`src/rtl/id_ex_stage.sv`:
```
// ID/EX pipeline register with load-use hazard detection, branch-flush squash
// and a saturating count of the load-use bubbles inserted.
module id_ex_stage #(
  parameter int XLEN   = 32,
  parameter int REG_AW = 5,
  parameter int CNT_W  = 16
) (
  input  logic              clk,
  input  logic              rst,
  input  logic              id_valid,
  input  logic [XLEN-1:0]   id_pc,
  input  logic [XLEN-1:0]   id_rs1_data,
  input  logic [XLEN-1:0]   id_rs2_data,
  input  logic [XLEN-1:0]   id_imm,
  input  logic [REG_AW-1:0] id_rs1,
  input  logic [REG_AW-1:0] id_rs2,
  input  logic [REG_AW-1:0] id_rd,
  input  logic [3:0]        id_funct,
  input  logic              id_Branch,
  input  logic              id_MemRead,
  input  logic              id_MemtoReg,
  input  logic              id_MemWrite,
  input  logic              id_ALUSrc,
  input  logic              id_RegWrite,
  input  logic [1:0]        id_ALUOp,
  input  logic              ex_flush,
  output logic              stall_if_id,
  output logic              ex_valid,
  output logic [XLEN-1:0]   ex_pc,
  output logic [XLEN-1:0]   ex_rs1_data,
  output logic [XLEN-1:0]   ex_rs2_data,
  output logic [XLEN-1:0]   ex_imm,
  output logic [REG_AW-1:0] ex_rs1,
  output logic [REG_AW-1:0] ex_rs2,
  output logic [REG_AW-1:0] ex_rd,
  output logic [3:0]        ex_funct,
  output logic              ex_Branch,
  output logic              ex_MemRead,
  output logic              ex_MemtoReg,
  output logic              ex_MemWrite,
  output logic              ex_ALUSrc,
  output logic              ex_RegWrite,
  output logic [1:0]        ex_ALUOp,
  output logic [CNT_W-1:0]  stall_cnt
);

  typedef struct packed {
    logic       branch;
    logic       mem_read;
    logic       mem_to_reg;
    logic       mem_write;
    logic       alu_src;
    logic       reg_write;
    logic [1:0] alu_op;
  } ctrl_t;

  function automatic logic [CNT_W-1:0] sat_inc(input logic [CNT_W-1:0] v);
    logic [CNT_W-1:0] one;
    one = {{(CNT_W-1){1'b0}}, 1'b1};
    return (&v) ? v : v + one;
  endfunction

  logic              valid_q, valid_d;
  logic [XLEN-1:0]   pc_q, pc_d;
  logic [XLEN-1:0]   rs1_data_q, rs1_data_d;
  logic [XLEN-1:0]   rs2_data_q, rs2_data_d;
  logic [XLEN-1:0]   imm_q, imm_d;
  logic [REG_AW-1:0] rs1_q, rs1_d;
  logic [REG_AW-1:0] rs2_q, rs2_d;
  logic [REG_AW-1:0] rd_q, rd_d;
  logic [3:0]        funct_q, funct_d;
  ctrl_t             ctrl_q, ctrl_d;
  logic [CNT_W-1:0]  cnt_q, cnt_d;

  logic use_rs1, use_rs2, hazard, capture;

  // Every operand-use term is gated by id_valid, so garbage on id_* while
  // ID is empty can never raise a stall.
  always_comb begin
    use_rs1 = id_valid;
    use_rs2 = id_valid & (~id_ALUSrc | id_MemWrite);
    hazard  = valid_q & ctrl_q.mem_read & (rd_q != '0) &
              ((use_rs1 & (rd_q == id_rs1)) | (use_rs2 & (rd_q == id_rs2)));
    stall_if_id = hazard & ~ex_flush;
    capture     = id_valid & ~ex_flush & ~hazard;
  end

  always_comb begin
    valid_d    = 1'b0;
    pc_d       = '0;
    rs1_data_d = '0;
    rs2_data_d = '0;
    imm_d      = '0;
    rs1_d      = '0;
    rs2_d      = '0;
    rd_d       = '0;
    funct_d    = '0;
    ctrl_d     = '0;
    cnt_d      = cnt_q;
    if (~ex_flush & hazard) begin
      cnt_d = sat_inc(cnt_q);
    end
    if (capture) begin
      valid_d    = 1'b1;
      pc_d       = id_pc;
      rs1_data_d = id_rs1_data;
      rs2_data_d = id_rs2_data;
      imm_d      = id_imm;
      rs1_d      = id_rs1;
      rs2_d      = id_rs2;
      rd_d       = id_rd;
      funct_d    = id_funct;
      ctrl_d     = '{branch:     id_Branch,
                     mem_read:   id_MemRead,
                     mem_to_reg: id_MemtoReg,
                     mem_write:  id_MemWrite,
                     alu_src:    id_ALUSrc,
                     reg_write:  id_RegWrite,
                     alu_op:     id_ALUOp};
    end
  end

  // ID -> EX register boundary
  always_ff @(posedge clk) begin
    if (rst) begin
      valid_q    <= 1'b0;
      pc_q       <= '0;
      rs1_data_q <= '0;
      rs2_data_q <= '0;
      imm_q      <= '0;
      rs1_q      <= '0;
      rs2_q      <= '0;
      rd_q       <= '0;
      funct_q    <= '0;
      ctrl_q     <= '0;
      cnt_q      <= '0;
    end else begin
      valid_q    <= valid_d;
      pc_q       <= pc_d;
      rs1_data_q <= rs1_data_d;
      rs2_data_q <= rs2_data_d;
      imm_q      <= imm_d;
      rs1_q      <= rs1_d;
      rs2_q      <= rs2_d;
      rd_q       <= rd_d;
      funct_q    <= funct_d;
      ctrl_q     <= ctrl_d;
      cnt_q      <= cnt_d;
    end
  end

  assign ex_valid    = valid_q;
  assign ex_pc       = pc_q;
  assign ex_rs1_data = rs1_data_q;
  assign ex_rs2_data = rs2_data_q;
  assign ex_imm      = imm_q;
  assign ex_rs1      = rs1_q;
  assign ex_rs2      = rs2_q;
  assign ex_rd       = rd_q;
  assign ex_funct    = funct_q;
  assign ex_Branch   = ctrl_q.branch;
  assign ex_MemRead  = ctrl_q.mem_read;
  assign ex_MemtoReg = ctrl_q.mem_to_reg;
  assign ex_MemWrite = ctrl_q.mem_write;
  assign ex_ALUSrc   = ctrl_q.alu_src;
  assign ex_RegWrite = ctrl_q.reg_write;
  assign ex_ALUOp    = ctrl_q.alu_op;
  assign stall_cnt   = cnt_q;

endmodule

```
`config.mk`:
```
export PLATFORM = sky130hd
export DESIGN_NAME = id_ex_stage
export DESIGN_NICKNAME = d
export VERILOG_FILES = /design/src/rtl/id_ex_stage.sv
export SDC_FILE = /design/constraint.sdc
export NUM_CORES = 1
export LEC_CHECK = 0
export ABC_AREA = 1
export BUFFER_PORTS_ARGS = -buffer_cell sky130_fd_sc_hd__buf_2
export CORE_AREA = 2 2 130 132
export CTS_BUF_LIST = sky130_fd_sc_hd__clkbuf_8
export DETAILED_ROUTE_END_ITERATION = 10
export DIE_AREA = 0 0 132 134
export GPL_TIMING_DRIVEN = 0
export MAX_ROUTING_LAYER = met4
export PLACE_DENSITY = 0.71
export RECOVER_POWER = 50
export REMOVE_ABC_BUFFERS = 1
export SYNTH_ARGS = -nofsm -noshare
export SYNTH_HDL_FRONTEND = slang
export SYNTH_SLANG_ARGS = --single-unit
export TNS_END_PERCENT = 1
```
`constraint.sdc`:
```
create_clock -name clk -period 2.2 [get_ports clk]
set_clock_uncertainty 0.2 [all_clocks]
set_input_delay 0.11 -clock clk [delete_from_list [all_inputs] [get_ports clk]]
set_output_delay 0.11 -clock clk [all_outputs]
set_load 0.1 [all_outputs]
```
Word level (Yosys, flattened, before mapping)
Index checks and enable logic that the tools add are counted.
{ "op_classes": {"n_addsub": 1, "eq_ne": 2, "n_mux": 1, "n_bitwise": 16, "reduce_logical": 4} }
{ "op_table": {"columns": ["cell", "n"], "rows": [
  ["adder 16 x 1 -> 16 bit, second input constant", 1],
  ["AND reduction 16 bit", 1],
  ["equality test 5 bit", 2],
  ["AND 1 bit", 9],
  ["NOT 1 bit", 5],
  ["nonzero test 5 bit", 1],
  ["bitwise OR 1 bit", 2],
  ["AND reduction 2 bit", 1],
  ["OR reduction 2 bit", 1],
  ["two-way mux 1 bit", 1]
]} }
{ "totals": {"ff_bits": 172, "inputBits": 159, "output_inout_bits": 173, "elab_cells": 41} }

Longest topological paths before layout
{ "logic_depth": {"depth_word": 10, "ltp_mapped": 12, "depth_no_buf": 11} }

Worst setup path after synthesis
Ideal clock, no wire load.
{ "synth_path": {"path_type": "reg-to-reg", "startpoint": "reg rd_q[4] (netlist: ex_rd[4])", "endpoint": "reg cnt_q[11] (netlist: stall_cnt[11])", "setup_time_ns": 0.066, "t_arrival_ns": 2.372, "t_required_ns": 1.934, "slack_ns": -0.438, "stages_incl_launch_ff": 12, "path_buffers": 1, "synth_period_minus_slack_ns": 2.638, "path_cell_list": "dfxtp_1 -> inv_1 -> nand2_1 -> nand2_1 -> nor2_1 -> nand3_1 -> nand2_2 -> nand3_2 -> buf_6 -> inv_2 -> a21oi_1 -> nor2_1"} }
{ "synth_via": {"elab_chain_cells": 6, "word_cells_on_any_way": 10, "cone_classes": "eq/ne: 2; bitwise: 6; reduce/logical: 2"} }
{ "synth_rtl": {"columns": ["item", "line_no", "source"], "rows": [
  ["from (decl)", "70", "logic [REG_AW-1:0] rd_q, rd_d;"],
  ["from (signal assigned)", "145", "rd_q <= rd_d;"],
  ["equality test 5 bit", "83", "((use_rs1 & (rd_q == id_rs1)) | (use_rs2 & (rd_q == id_rs2)));"],
  ["AND 1 bit", "83", null],
  ["bitwise OR 1 bit", "83", null],
  ["AND 1 bit *", "82", "hazard = valid_q & ctrl_q.mem_read & (rd_q != '0) &"],
  ["AND 1 bit *", null, null],
  ["via stall_if_id", "27", "output logic stall_if_id,"],
  ["AND reduction 2 bit (no line) *", null, null],
  ["to (signal assigned)", "148", "cnt_q <= cnt_d;"],
  ["to (decl)", "73", "logic [CNT_W-1:0] cnt_q, cnt_d;"]
]} }
Mark *: on every way through the listed nets, which the timed path passes. The rest lies on a longest branch.
A chain may end at the register's enable or synchronous reset.

Final worst setup path
{ "layout_path": {"startpoint": "reg rd_q[3] (netlist: ex_rd[3])", "endpoint": "reg imm_q[15] (netlist: ex_imm[15])"} }
{ "layout_via": {"elab_chain_cells": 8, "word_cells_on_any_way": 12, "cone_classes": "eq/ne: 2; bitwise: 8; reduce/logical: 2"} }
{ "layout_rtl": {"columns": ["item", "line_no", "source"], "rows": [
  ["equality test 5 bit", "83", null],
  ["AND 1 bit", "83", null],
  ["bitwise OR 1 bit", "83", null],
  ["AND 1 bit *", "82", null],
  ["NOT 1 bit *", "85", "capture = id_valid & ~ex_flush & ~hazard;"],
  ["AND 1 bit *", "85", null],
  ["NOT 1 bit (no line) *", null, null],
  ["OR reduction 2 bit (no line) *", null, null],
  ["to (signal assigned)", "142", "imm_q <= imm_d;"],
  ["to (decl)", "67", "logic [XLEN-1:0] imm_q, imm_d;"]
]} }
Every way passes the cells marked *; elsewhere a longest branch is shown, timed or not.

==> flow_summary.json <==
{
  "status": "completed",
  "ant_nets": 0,
  "grt_overflow_total": 0,
  "cts_tree": "yes",
  "hpwl_um": 11700,
  "setup_viol": 0,
  "slew_violations": 0,
  "routed_via_density": 4.10,
  "start_kind": "register",
  "num_rows": 47,
  "fin_ws_ps": 152,
  "ys.flop_type": "dfxtp_1",
  "async_flop_share_pct": 0,
  "synthDistinctLibCells": 22,
  "grt_pass1_wl_um": 29100,
  "wl_um": 18600,
  "place.gp.congestion": 0.810,
  "routedWlPerCell_um": 13.2,
  "die_area_mm2": 0.0177,
  "maxCapViolCount": 0,
  "synthTopCellsByCount": "nor2_1, inv_1, dfxtp_1",
  "drtPass1Iterations": 4,
  "multi_input_area_mm2": 0.00126,
  "path_clk_slew_ps": 100,
  "dr_wl_met3_um": 1210,
  "synth_edf_count": 0,
  "initial_core_util_pct": 34.0,
  "critPathMaxFanout": 22,
  "nFillCells": 1392,
  "ff_latch_area_mm2": 0.00345,
  "power.total_w": 0.00676,
  "synth_top_area_cell": "dfxtp_1",
  "min_period_ps": 2050,
  "vias": 5805,
  "end_kind": "register",
  "dieWidth_um": 132,
  "grt_usage_pct": 21.7,
  "place_ws_ps": -563,
  "antenna_found_initial": 2,
  "critPathKind": "register to register",
  "ir_drop_mv": 0.397,
  "total_leakage_power_nw": 5.19,
  "cts_root_buf": "clkbuf_8",
  "top_layer_used": "met4",
  "grt_pass1_vias": 6045,
  "hp-class": "input pin to register",
  "cts_buffers": 17,
  "port_buffers": 331,
  "dp.cells": 1223,
  "cts_sinks": 172,
  "finalCritPeriodShare_pct": 93.1,
  "synthMostInstantiatedCell": "nor2_1",
  "postSynthAreaPerCell_um2": 8.10,
  "layout.nets": 1342,
  "ios": 332,
  "cellPowerDensity_mw_per_mm2": 715,
  "drt-met1-wl_um": 7400,
  "hold_violations": 0,
  "synth.top_cell.area_share_pct": 62.3,
  "layout.cells.non_filler": 1416,
  "slew_headroom_pct": 20.4,
  "coreArea_mm2": 0.0163,
  "grt_max_degree": 24,
  "yosysWarnings": 0,
  "ys_ff_latch": 172,
  "drive_gt1_share_pct": 29.6,
  "drc": 0,
  "die_height_um": 134,
  "synthTopCellsByArea": "dfxtp_1, nor2_1, inv_1, nand2_1, buf_4",
  "drt_iter0_markers": 188,
  "wl_met2_um": 9360,
  "netlist_instances": 683,
  "htree_levels": 4,
  "arrival_ps": 2190,
  "required_ps": 2340,
  "worst_slew_pin_slew_ps": 1200,
  "fmax_mhz": 488,
  "syn_area_mm2": 0.00553,
  "ys_seq_area_share_pct": 62.3,
  "worstSkewPairLatency_ps": 440,
  "areaGrowthSynthToFinish_pct": 70.7,
  "cts_max_path_buffers": 2
}
[final cells by class]
cell class | instances | area share (%)
antenna | 2 | 0.0530
clock buffer | 18 | 2.62
clock inverter | 13 | 1.76
inverter | 180 | 7.16
multi-input combinational | 312 | 13.4
sequential | 172 | 36.5
tap | 220 | 2.92
timing repair buffer | 499 | 35.6
[sequential cells by signal, summed over array words and instances (netlist names)]
| register | count |
|---|---|
| ex_rs2 | 5 |
| ex_rs2_data | 32 |
| ex_rs1 | 5 |
| ex_valid | 1 |
| ex_RegWrite | 1 |
| ex_Branch | 1 |
| stall_cnt | 16 |
| ex_rd | 5 |
| ex_rs1_data | 32 |
| ex_ALUOp | 2 |
| ex_MemWrite | 1 |
| ex_pc | 32 |
| ex_funct | 4 |
| ex_MemtoReg | 1 |
| ex_ALUSrc | 1 |
| ex_imm | 32 |
| ex_MemRead | 1 |
[worst max-delay path, cell delays in order (launching register included)]
cell and delay (ps):
dfxtp_2 390, inv_1 90, nand2_1 60, nand2_1 50, nor2_1 80, nand3_1 80
nand2_2 140, nand2_1 80, nand4_1 150, buf_6 200, buf_12 170, buf_12 170
nor2_1 70
[placed cells by master (no fill, tap or decap), types with 4 or more instances in the layout]
cell           count
inv_2              4
nand2_1           73
clkbuf_1          22
buf_12             4
dfxtp_1          168
inv_6              4
nor2_1           207
buf_1              9
clkbuf_2         140
inv_1            178
buf_2            159
buf_8              4
dfxtp_2            4
dlygate4sd3_1    158
nand3_1            9
clkbuf_8          18
[power breakdown]
part / leakage [nW] / total, W / switching (W) / internal (W)
registers: 1.40 / 0.00321 / 0.0000261 / 0.00319
clock network: 0.207 / 0.00234 / 0.00118 / 0.00116
logic: 3.58 / 0.00120 / 0.000810 / 0.000389
[routing by layer]
layer	vias up	GRT usage [%]
li1	2895	-
met1	2621	23.2
met2	236	37.4
met3	53	5.63
met4	0	10.7
met5	-	-
[timing repair]
action | 4_1_cts | 5_1_grt
hold endpoints to repair | 172 | 0
resized for setup | 7 | 6
buffers inserted | 2 | 1
pin swaps | 0 | 1
endpoints found under the setup margin | 148 | 39
hold buffers | 158 | 0
[per-stage QoR]
stage                     hold WS [ps]  area [µm²]  TNS [ps]  util [%]
after floorplan                   22.2        5380   -522800         -
after global placement             121        7310   -765090      44.9
after detailed placement           127        7430    -29710      45.6
after CTS                          164        9470         0      58.1
after global routing               186        9440     -2.08      58.0
final                              190        9440         0      58.0
[final timing paths]
check        slack (ps)             end  depth (start not counted)      startpoint
max                 150      ex_imm[15]                         12        ex_rd[3]
min                 190  ex_rs1_data[3]                          4  id_rs1_data[3]
max reg2reg         150      ex_imm[15]                         12        ex_rd[3]
min reg2reg         320   stall_cnt[12]                          2   stall_cnt[12]
[cell families after synthesis]
group | share of synthesized area, %
simple gates | 21.5
buf+inv | 15.0
xor+xnor | 0.158
flops | 62.3
fa+ha+maj | 0.226
compound gates | 0.814
Note: power is estimated with default switching activity, not from simulation.
